<file path="src/rtl/control_unit_pkg.sv">
// rtl/control_unit_pkg.sv - shared encodings for the ARM-subset control unit
package control_unit_pkg;

  // Instruction class, Instr[27:26]; 2'b11 is undefined and has no member
  typedef enum logic [1:0] {
    OP_DP  = 2'b00,
    OP_MEM = 2'b01,
    OP_B   = 2'b10
  } op_e;

  // Data-processing command, Funct[4:1]
  typedef enum logic [3:0] {
    CMD_AND = 4'b0000,
    CMD_EOR = 4'b0001,
    CMD_SUB = 4'b0010,
    CMD_ADD = 4'b0100,
    CMD_CMP = 4'b1010,
    CMD_ORR = 4'b1100,
    CMD_MOV = 4'b1101
  } cmd_e;

  // Condition field, Instr[31:28]; 4'b1111 is treated as never
  typedef enum logic [3:0] {
    COND_EQ = 4'b0000,
    COND_NE = 4'b0001,
    COND_CS = 4'b0010,
    COND_CC = 4'b0011,
    COND_MI = 4'b0100,
    COND_PL = 4'b0101,
    COND_VS = 4'b0110,
    COND_VC = 4'b0111,
    COND_HI = 4'b1000,
    COND_LS = 4'b1001,
    COND_GE = 4'b1010,
    COND_LT = 4'b1011,
    COND_GT = 4'b1100,
    COND_LE = 4'b1101,
    COND_AL = 4'b1110
  } cond_e;

  // ALU operation select driven to the datapath
  typedef enum logic [2:0] {
    ALU_ADD = 3'b000,
    ALU_SUB = 3'b001,
    ALU_AND = 3'b010,
    ALU_ORR = 3'b011,
    ALU_EOR = 3'b100,
    ALU_MOV = 3'b101
  } alu_e;

  // Architectural flags, bit 3 down to bit 0
  typedef struct packed {
    logic n;
    logic z;
    logic c;
    logic v;
  } nzcv_t;

endpackage

</file>
<file path="src/rtl/cond_logic.sv">
// rtl/cond_logic.sv - NZCV flag register, condition check and enable gating
module cond_logic
  import control_unit_pkg::*;
(
  input  logic       clk,
  input  logic       reset,
  input  logic [3:0] Cond,
  input  logic [3:0] flags,
  input  logic [1:0] flag_w,
  input  logic       pcs,
  input  logic       reg_w,
  input  logic       mem_w,
  input  logic       no_write,
  output logic       PCSrc,
  output logic       RegWrite,
  output logic       MemWrite
);

  nzcv_t flags_q;
  logic  cond_ex;

  // Evaluate the condition field against the stored flags only, so new
  // flags affect the instruction after the one that produced them
  always_comb begin
    cond_ex = 1'b0;
    case (Cond)
      COND_EQ: cond_ex = flags_q.z;
      COND_NE: cond_ex = ~flags_q.z;
      COND_CS: cond_ex = flags_q.c;
      COND_CC: cond_ex = ~flags_q.c;
      COND_MI: cond_ex = flags_q.n;
      COND_PL: cond_ex = ~flags_q.n;
      COND_VS: cond_ex = flags_q.v;
      COND_VC: cond_ex = ~flags_q.v;
      COND_HI: cond_ex = flags_q.c & ~flags_q.z;
      COND_LS: cond_ex = ~flags_q.c | flags_q.z;
      COND_GE: cond_ex = (flags_q.n == flags_q.v);
      COND_LT: cond_ex = (flags_q.n != flags_q.v);
      COND_GT: cond_ex = ~flags_q.z & (flags_q.n == flags_q.v);
      COND_LE: cond_ex = flags_q.z | (flags_q.n != flags_q.v);
      COND_AL: cond_ex = 1'b1;
      default: cond_ex = 1'b0;
    endcase
  end

  // Flags update in two independent halves (NZ, CV), only when the
  // instruction actually executes
  always_ff @(posedge clk or posedge reset) begin
    if (reset) begin
      flags_q <= '0;
    end else begin
      if (flag_w[1] & cond_ex) flags_q[3:2] <= flags[3:2];
      if (flag_w[0] & cond_ex) flags_q[1:0] <= flags[1:0];
    end
  end

  // Every architectural state change is suppressed by a failed condition
  always_comb begin
    PCSrc    = pcs & cond_ex;
    RegWrite = reg_w & ~no_write & cond_ex;
    MemWrite = mem_w & cond_ex;
  end

endmodule

</file>
<file path="src/rtl/control_unit.sv">
// rtl/control_unit.sv - ARM-subset main/ALU decode; CU_SHIFT_EN enables MOV immediate shift
module control_unit
  import control_unit_pkg::*;
(
  input  logic        clk,
  input  logic        reset,
  input  logic [3:0]  Cond,
  input  logic [1:0]  Op,
  input  logic [5:0]  Funct,
  input  logic [3:0]  Rd,
  input  logic [3:0]  flags,
  input  logic [11:0] Src2,
  output logic        PCSrc,
  output logic        MemtoReg,
  output logic        MemWrite,
  output logic [2:0]  ALUControl,
  output logic        ALUSrc,
  output logic [1:0]  ImmSrc,
  output logic        RegWrite,
  output logic [1:0]  REGSrc,
  output logic        Shift
);

  logic       branch;
  logic       reg_w;
  logic       mem_w;
  logic       alu_op;
  logic       no_write;
  logic [1:0] flag_w;
  logic       pcs;
  logic [3:0] cmd;
  logic       s_bit;
  logic       unused_src2;

  assign cmd         = Funct[4:1];
  assign s_bit       = Funct[0];
  assign unused_src2 = ^Src2;

  // Main decode: instruction class to raw datapath controls
  always_comb begin
    branch   = 1'b0;
    reg_w    = 1'b0;
    mem_w    = 1'b0;
    MemtoReg = 1'b0;
    ALUSrc   = 1'b0;
    ImmSrc   = Op;
    REGSrc   = 2'b00;
    alu_op   = 1'b0;
    case (Op)
      OP_DP: begin
        reg_w  = 1'b1;
        ALUSrc = Funct[5];
        alu_op = 1'b1;
      end
      OP_MEM: begin
        ALUSrc = 1'b1;
        if (Funct[0]) begin
          reg_w    = 1'b1;
          MemtoReg = 1'b1;
        end else begin
          mem_w  = 1'b1;
          REGSrc = 2'b10;
        end
      end
      OP_B: begin
        branch = 1'b1;
        ALUSrc = 1'b1;
        REGSrc = 2'b01;
      end
      default: ;
    endcase
  end

  // ALU decode: only data-processing picks an operation; everything else
  // computes an address with ADD and leaves the flags alone
  always_comb begin
    ALUControl = ALU_ADD;
    no_write   = 1'b0;
    flag_w     = 2'b00;
    if (alu_op) begin
      case (cmd)
        CMD_ADD: begin ALUControl = ALU_ADD; flag_w = {s_bit, s_bit}; end
        CMD_SUB: begin ALUControl = ALU_SUB; flag_w = {s_bit, s_bit}; end
        CMD_AND: begin ALUControl = ALU_AND; flag_w = {s_bit, 1'b0}; end
        CMD_ORR: begin ALUControl = ALU_ORR; flag_w = {s_bit, 1'b0}; end
        CMD_EOR: begin ALUControl = ALU_EOR; flag_w = {s_bit, 1'b0}; end
        CMD_MOV: begin ALUControl = ALU_MOV; flag_w = {s_bit, 1'b0}; end
        CMD_CMP: begin
          ALUControl = ALU_SUB;
          no_write   = 1'b1;
          flag_w     = 2'b11;
        end
        default: begin
          ALUControl = ALU_ADD;
          no_write   = 1'b1;
          flag_w     = {s_bit, 1'b0};
        end
      endcase
    end
  end

  // A write to R15 redirects the PC just like a branch
  assign pcs = branch | ((Rd == 4'hF) & reg_w);

`ifdef CU_SHIFT_EN
  // Route B through the shifter only for MOV with a non-zero immediate shift
  always_comb begin
    Shift = (Op == OP_DP) & ~Funct[5] & (cmd == CMD_MOV) &
            ~Src2[4] & (Src2[11:5] != 7'd0);
  end
`else
  // Without the shifter, MOV of a register is a plain copy
  always_comb begin
    Shift = 1'b0;
  end
`endif

  cond_logic u_cond_logic (
    .clk      (clk),
    .reset    (reset),
    .Cond     (Cond),
    .flags    (flags),
    .flag_w   (flag_w),
    .pcs      (pcs),
    .reg_w    (reg_w),
    .mem_w    (mem_w),
    .no_write (no_write),
    .PCSrc    (PCSrc),
    .RegWrite (RegWrite),
    .MemWrite (MemWrite)
  );

endmodule

</file>
<file path="config.mk">
export PLATFORM = sky130hd
export DESIGN_NAME = control_unit
export DESIGN_NICKNAME = d
export VERILOG_FILES = /design/src/rtl/control_unit_pkg.sv /design/src/rtl/cond_logic.sv /design/src/rtl/control_unit.sv
export SDC_FILE = /design/constraint.sdc
export NUM_CORES = 1
export LEC_CHECK = 0
export CAP_MARGIN = 20
export CORE_UTILIZATION = 35
export CTS_CLUSTER_DIAMETER = 60
export CTS_CLUSTER_SIZE = 16
export DETAILED_ROUTE_END_ITERATION = 16
export GPL_TIMING_DRIVEN = 0
export PLACE_DENSITY = 0.83
export SLEW_MARGIN = 15
export SYNTH_ARGS = -nofsm -noshare
export SYNTH_HDL_FRONTEND = slang
export SYNTH_HIERARCHICAL = 1
export SYNTH_SLANG_ARGS = --single-unit
export TNS_END_PERCENT = 30
</file>
<file path="constraint.sdc">
create_clock -name clk -period 4.3 [get_ports clk]
set_input_delay 1.29 -clock clk [delete_from_list [all_inputs] [get_ports clk]]
set_output_delay 1.29 -clock clk [all_outputs]
set_load 0.03 [all_outputs]
</file>
==> impl_metrics.tcl, run 1 <==
set metrics [dict create \
    min_period_ps 4220 \
    antenna_found_initial 0 \
    fill_cells 183 \
    synth_edf_count 0 \
    rsz0062_at_grt "false" \
    synth_top_area_share_pct 14.3 \
    setup_viol 0 \
    htree_levels 1 \
    crit_path_end_kind "output port" \
    grt_pass1_vias 581 \
    die_area_um2 2180 \
    diodes 0 \
    clkTransAtPathRegs_ps 40 \
    syn_area_per_cell_um2 8.43 \
    synth_warnings 6 \
    grt_use_total_pct 16.2 \
    route.detailed.vias_per_inst 5.22 \
    outcome "finished, final reports clean" \
    syn_area_um2 699 \
    clk_path_buf_depth 2 \
    path_max_fanout 6 \
    hp-class "flop to flop" \
    dpl_worst_slack_ps -827 \
    placed_area_um2 1030 \
    r2r_end "u_cond_logic/flags_q[2]" \
    die_w_um 46.7 \
    first_pass_iters 4 \
    r2r_setup_slack_ps 2180 \
    portBuffers 30 \
    final_area_um2 1080 \
    p_leak_uw 0.000515 \
    arrival_ps 2930 \
    drc_errors 0 \
    start_kind "primary input" \
    routedWlPerCell_um 12.1 \
    nets 158 \
    clock-root-buffer "clkbuf_4" \
    rows 15 \
    tns_ps 0 \
    worst-setup-path-type "primary input to output port" \
    synth_top_area_cell "dfrtp_1" \
    dr.first_iter.drc_count 8 \
    gp_congestion 0.723 \
    ys.flop_type "dfrtp_1" \
    p_per_area_nw_per_um2 237 \
    fin_skew_ps 4.42 \
    total_power_uw 255 \
    start_util_pct 38.8 \
    grt_pass1_wl_mm 2.48 \
    core_um2 1800 \
    reg2regPathDepth 6 \
    crit_end "PCSrc" \
    fmax_ghz 0.237 \
    fin_ws_ps 77.5 \
    top_register "u_cond_logic/flags_q" \
    cts_buffers 3 \
    grt.overflow.total 0 \
    largest_register_ffs 4 \
    crit_start "Cond[0]" \
    hold_viol_final 0 \
    die_h_um 46.7 \
    area_delta_synth_final_pct 54.4 \
    drtAntennaViolNets 0 \
    grt_max_degree 11 \
    routed_wl_mm 1.73 \
    ir_drop_v 0.000210 \
    whs_ps 560 \
    async_flop_share_pct 100 \
    r2r-start "u_cond_logic/flags_q[3]" \
    clk_latency_ps 230 \
    dp_hpwl_mm 1.39 \
    clock_sinks 4 \
    drive_above_1_share_pct 23.7 \
    post-route-period-util_pct 98.2 \
    vias 746 \
    crit_required_ps 3010 \
    drv_slew 0 \
    ys_top_cells_by_area "dfrtp_1, ha_1, buf_4, xor2_1, inv_1" \
    synth_cell_type_count 44 \
    drv_cap 0 \
    seq_area_frac_synth_pct 14.3 \
    top_regs "u_cond_logic/flags_q (4)" \
    io_pins 47 \
    syn_nets 121 \
    ys_ff_latch 4 \
    syn_inst 83 \
    cts_tree "yes" \
    ctsHoldBuffers 0 \
]
## metal layers
layer,up-vias,part of all wire [%],track usage (%)
li1,366,-,-
met1,350,43,20.1
met2,26,52,27.8
met3,4,3.9,1.18
met4,0,1.4,8.57
met5,-,0,0
## kinds of logic (layout without fill, tap and decap cells)
group | Yosys count | in the layout | share of synthesized area (%)
adder cells (fa/ha/maj) | 4 | 4 | 7.16
flip-flops | 4 | 4 | 14.3
buffers and inverters | 14 | 49 | 11.3
AND/OR/NAND/NOR | 35 | 35 | 36.9
XOR/XNOR | 4 | 4 | 5.01
multiplexers | 5 | 5 | 7.87
other | 1 | 1 | 0.536
AO/OA/AOI/OAI | 16 | 16 | 17.0
## layout by cell type, fill, tap and decap left out, types with 3 or more instances in the layout
cell type	instances
xor2_1	3
nor3b_1	3
dlygate4sd2_1	6
buf_6	3
inv_1	6
dfrtp_1	4
clkbuf_4	4
nor2_1	3
and2_1	3
buf_4	7
ha_1	3
clkdlybuf4s50_1	19
nand3b_1	3
o21ai_0	3
## through the flow
stage,util [%],std cells
finish,59.9,143
global route,59.9,143
CTS,59.2,143
detailed placement,57.2,138
global placement,57.2,138
floorplan,-,83
## worst max-delay path, stage by stage
cell,delay (ps)
dlygate4sd2_1,260
buf_6,140
buf_4,140
nor2b_1,130
o21ai_1,120
nand3_2,130
or3_4,390
and2_1,160
clkbuf_4,170
## how the worst min path moves through the flow
stage                     slack, ps  cells after the start                 endpoint                     from
after detailed placement        560                      1  u_cond_logic/flags_q[1]  u_cond_logic/flags_q[1]
after CTS                       570                      1  u_cond_logic/flags_q[1]  u_cond_logic/flags_q[1]
final                           560                      1  u_cond_logic/flags_q[1]  u_cond_logic/flags_q[1]
after global placement          550                      1  u_cond_logic/flags_q[1]  u_cond_logic/flags_q[1]
after global routing            600                      1  u_cond_logic/flags_q[1]  u_cond_logic/flags_q[1]
after floorplan                 530                      1  u_cond_logic/flags_q[1]  u_cond_logic/flags_q[1]
## cell type report
| class | instances | area [µm²] | share of cell area (%) |
|---|---|---|---|
| buffer | 8 | 62.6 | 5.79 |
| clock buffer | 3 | 22.5 | 2.09 |
| tap | 25 | 31.3 | 2.90 |
| timing repair buffer | 32 | 308 | 28.5 |
| multi-input combinational | 65 | 533 | 49.4 |
| sequential | 4 | 100 | 9.27 |
| inverter | 6 | 22.5 | 2.09 |
## Yosys cell counts, types with 3 or more instances
library cell	n
inv_1	6
buf_4	4
dfrtp_1	4
ha_1	4
o21ai_0	4
and2_1	3
nand3_1	3
nand3b_1	3
nor2_1	3
nor3b_1	3
xor2_1	3
## power breakdown
| part | switching [µW] | internal [µW] | total (µW) |
|---|---|---|---|
| registers | 19.6 | 51.8 | 71.4 |
| logic | 63.2 | 75.0 | 138 |
| clock network | 14.6 | 31.2 | 45.7 |
| total | 97.4 | 158 | 255 |
## repair_timing
item	4_1_cts	5_1_grt
setup buffers	2	0
endpoints found under the setup margin	7	4
resized for setup	30	5
pin swaps	3	2
Power figures use the tool's default switching activity.
==> run 2: changes to the inputs <==
--- a/config.mk
+++ b/config.mk
@@ -11,7 +11,7 @@
 export CTS_CLUSTER_SIZE = 16
 export DETAILED_ROUTE_END_ITERATION = 16
 export GPL_TIMING_DRIVEN = 0
-export PLACE_DENSITY = 0.83
+export PLACE_DENSITY_LB_ADDON = 0.08
 export SLEW_MARGIN = 15
 export SYNTH_ARGS = -nofsm -noshare
 export SYNTH_HDL_FRONTEND = slang
==> run 2 against run 1 <==
Combinational power grew 4%. Die area is the same. Global-route usage shrank 0.84 points. Cell area grew 2.3%. Utilization grew 1.4 points. Sequential power grew 1%. Critical path depth shrank 2. Critical path type unchanged. Critical endpoint is now RegWrite.
==> impl_metrics.tcl, run 2 (synthesized netlist as in run 1, its figures left out) <==
set metrics [dict create \
    outcome "finished, final reports clean" \
    portBuffers 30 \
    arrival_ps 2960 \
    clkTransAtPathRegs_ps 40 \
    clock_sinks 4 \
    nets 160 \
    clk_path_buf_depth 2 \
    wl_met2_um 877 \
    drtAntennaViolNets 0 \
    clock-root-buffer "clkbuf_4" \
    fin_skew_ps 2.73 \
    path_cells "dlygate4sd2_1 > buf_6 > or4b_4 > a311oi_2 > or3_4 > and3b_1 > buf_6" \
    cpMostUsedCell "buf_6" \
    cts_tree "yes" \
    drive_above_1_share_pct 25.8 \
    highest_layer "met3" \
    setup_viol 0 \
    antenna_found_initial 0 \
    min_period_ps 4250 \
    io_pins 47 \
    slowest_delay_ps 510 \
    area_delta_synth_final_pct 58.0 \
    diodes 0 \
    gp_congestion 0.706 \
    hold_viol_final 0 \
    grt.overflow.total 0 \
    die_w_um 46.7 \
    layout_common_cells "clkdlybuf4s50_1, buf_4, inv_1, dlygate4sd2_1" \
    top_register "u_cond_logic/flags_q" \
    clk_latency_ps 230 \
    drv_slew 0 \
    first_pass_iters 4 \
    htree_levels 1 \
    die_h_um 46.7 \
    die_area_um2 2180 \
    largest_register_ffs 4 \
    core_um2 1800 \
    dp_hpwl_mm 1.29 \
    final_common_cell "clkdlybuf4s50_1" \
    p_per_area_nw_per_um2 236 \
    cts_buffers 3 \
    fmax_ghz 0.235 \
    vias 736 \
    worst-setup-path-type "primary input to output port" \
    drc_errors 0 \
    wl_met3_um 68 \
    final_util_pct 61.3 \
    grt_use_total_pct 15.4 \
    rows 15 \
    grt_max_degree 11 \
    start_kind "primary input" \
    cpLargestDelayFamily "simple AND/OR/NAND/NOR gates" \
    dr.first_iter.drc_count 9 \
    drv_cap 0 \
    drt-met1-wl_um 689 \
    top_regs "u_cond_logic/flags_q (4)" \
    crit_required_ps 3010 \
    hp-class "flop to flop" \
    crit_path_end_kind "output port" \
    start_util_pct 38.8 \
    route.detailed.vias_per_inst 5.08 \
    ctsHoldBuffers 0 \
    path_max_fanout 9 \
    routedWlPerCell_um 11.3 \
    grt_pass1_wl_mm 2.42 \
    post-route-period-util_pct 98.8 \
    grt_pass1_vias 571 \
    ir_drop_v 0.000233 \
    p_leak_uw 0.000528 \
    routed_wl_mm 1.64 \
    critPathSlowestCell "or4b_4" \
    path_buf_inv 3 \
    whs_ps 556 \
]
-- run 2: cell types whose count changed in the layout (fill, tap and decap cells not counted), sizes merged --
cell    before  now
buf         10   13
clkbuf       6    5
-- run 2: worst paths after layout --
check / from / slack (ps) / end / cells past startpoint
setup reg to reg: u_cond_logic/flags_q[3] / 2060 / u_cond_logic/flags_q[2] / 7
max in group asynchronous: reset / 2900 / u_cond_logic/flags_q[2] / 2
min in group asynchronous: reset / 1250 / u_cond_logic/flags_q[0] / 2
setup / recovery: Cond[0] / 50 / RegWrite / 7
hold / removal: u_cond_logic/flags_q[1] / 560 / u_cond_logic/flags_q[1] / 1
hold reg to reg: u_cond_logic/flags_q[1] / 560 / u_cond_logic/flags_q[1] / 1
-- run 2: metrics by stage --
step	TNS (ps)	instances	setup WS [ps]	cell area [µm²]	total power (µW)
CTS	0	142	2.12	1060	250
detailed placement	-2770	138	-832	1030	202
floorplan	0	83	239	699	155
finish	0	145	49.7	1100	261
global route	-15.4	145	-15.4	1100	281
global placement	-2700	138	-833	1030	201
-- run 2: where the power goes --
group          leakage (µW)  switching (µW)  internal, µW
clock             0.0000138            12.9          31.0
sequential        0.0000501            20.5          51.8
combinational      0.000464            62.0          82.3
total              0.000528            95.4           165
-- run 2: layout make-up --
| class | instances | area, µm² |
|---|---|---|
| flip-flops and latches | 4 | 100 |
| inverters | 6 | 22.5 |
| plain buffers | 8 | 62.6 |
| repair buffers | 34 | 327 |
| fillers | 185 | 697 |
| multi-input cells | 65 | 539 |
| well taps | 25 | 31.3 |
| clock buffers | 3 | 22.5 |
-- run 2: routing by layer --
metal  vias up  global-route usage (%)
li1        375                       -
met1       343                    21.2
met2        18                    24.4
met3         0                    2.35
met4         0                    5.14
met5         -                       0
-- run 2: timing repair --
action                                 4_1_cts  5_1_grt
pin swaps                                    4        2
buffers inserted                             1        3
setup endpoints to repair                    7        4
resized for setup                           30        7
endpoints found under the hold margin        0        0
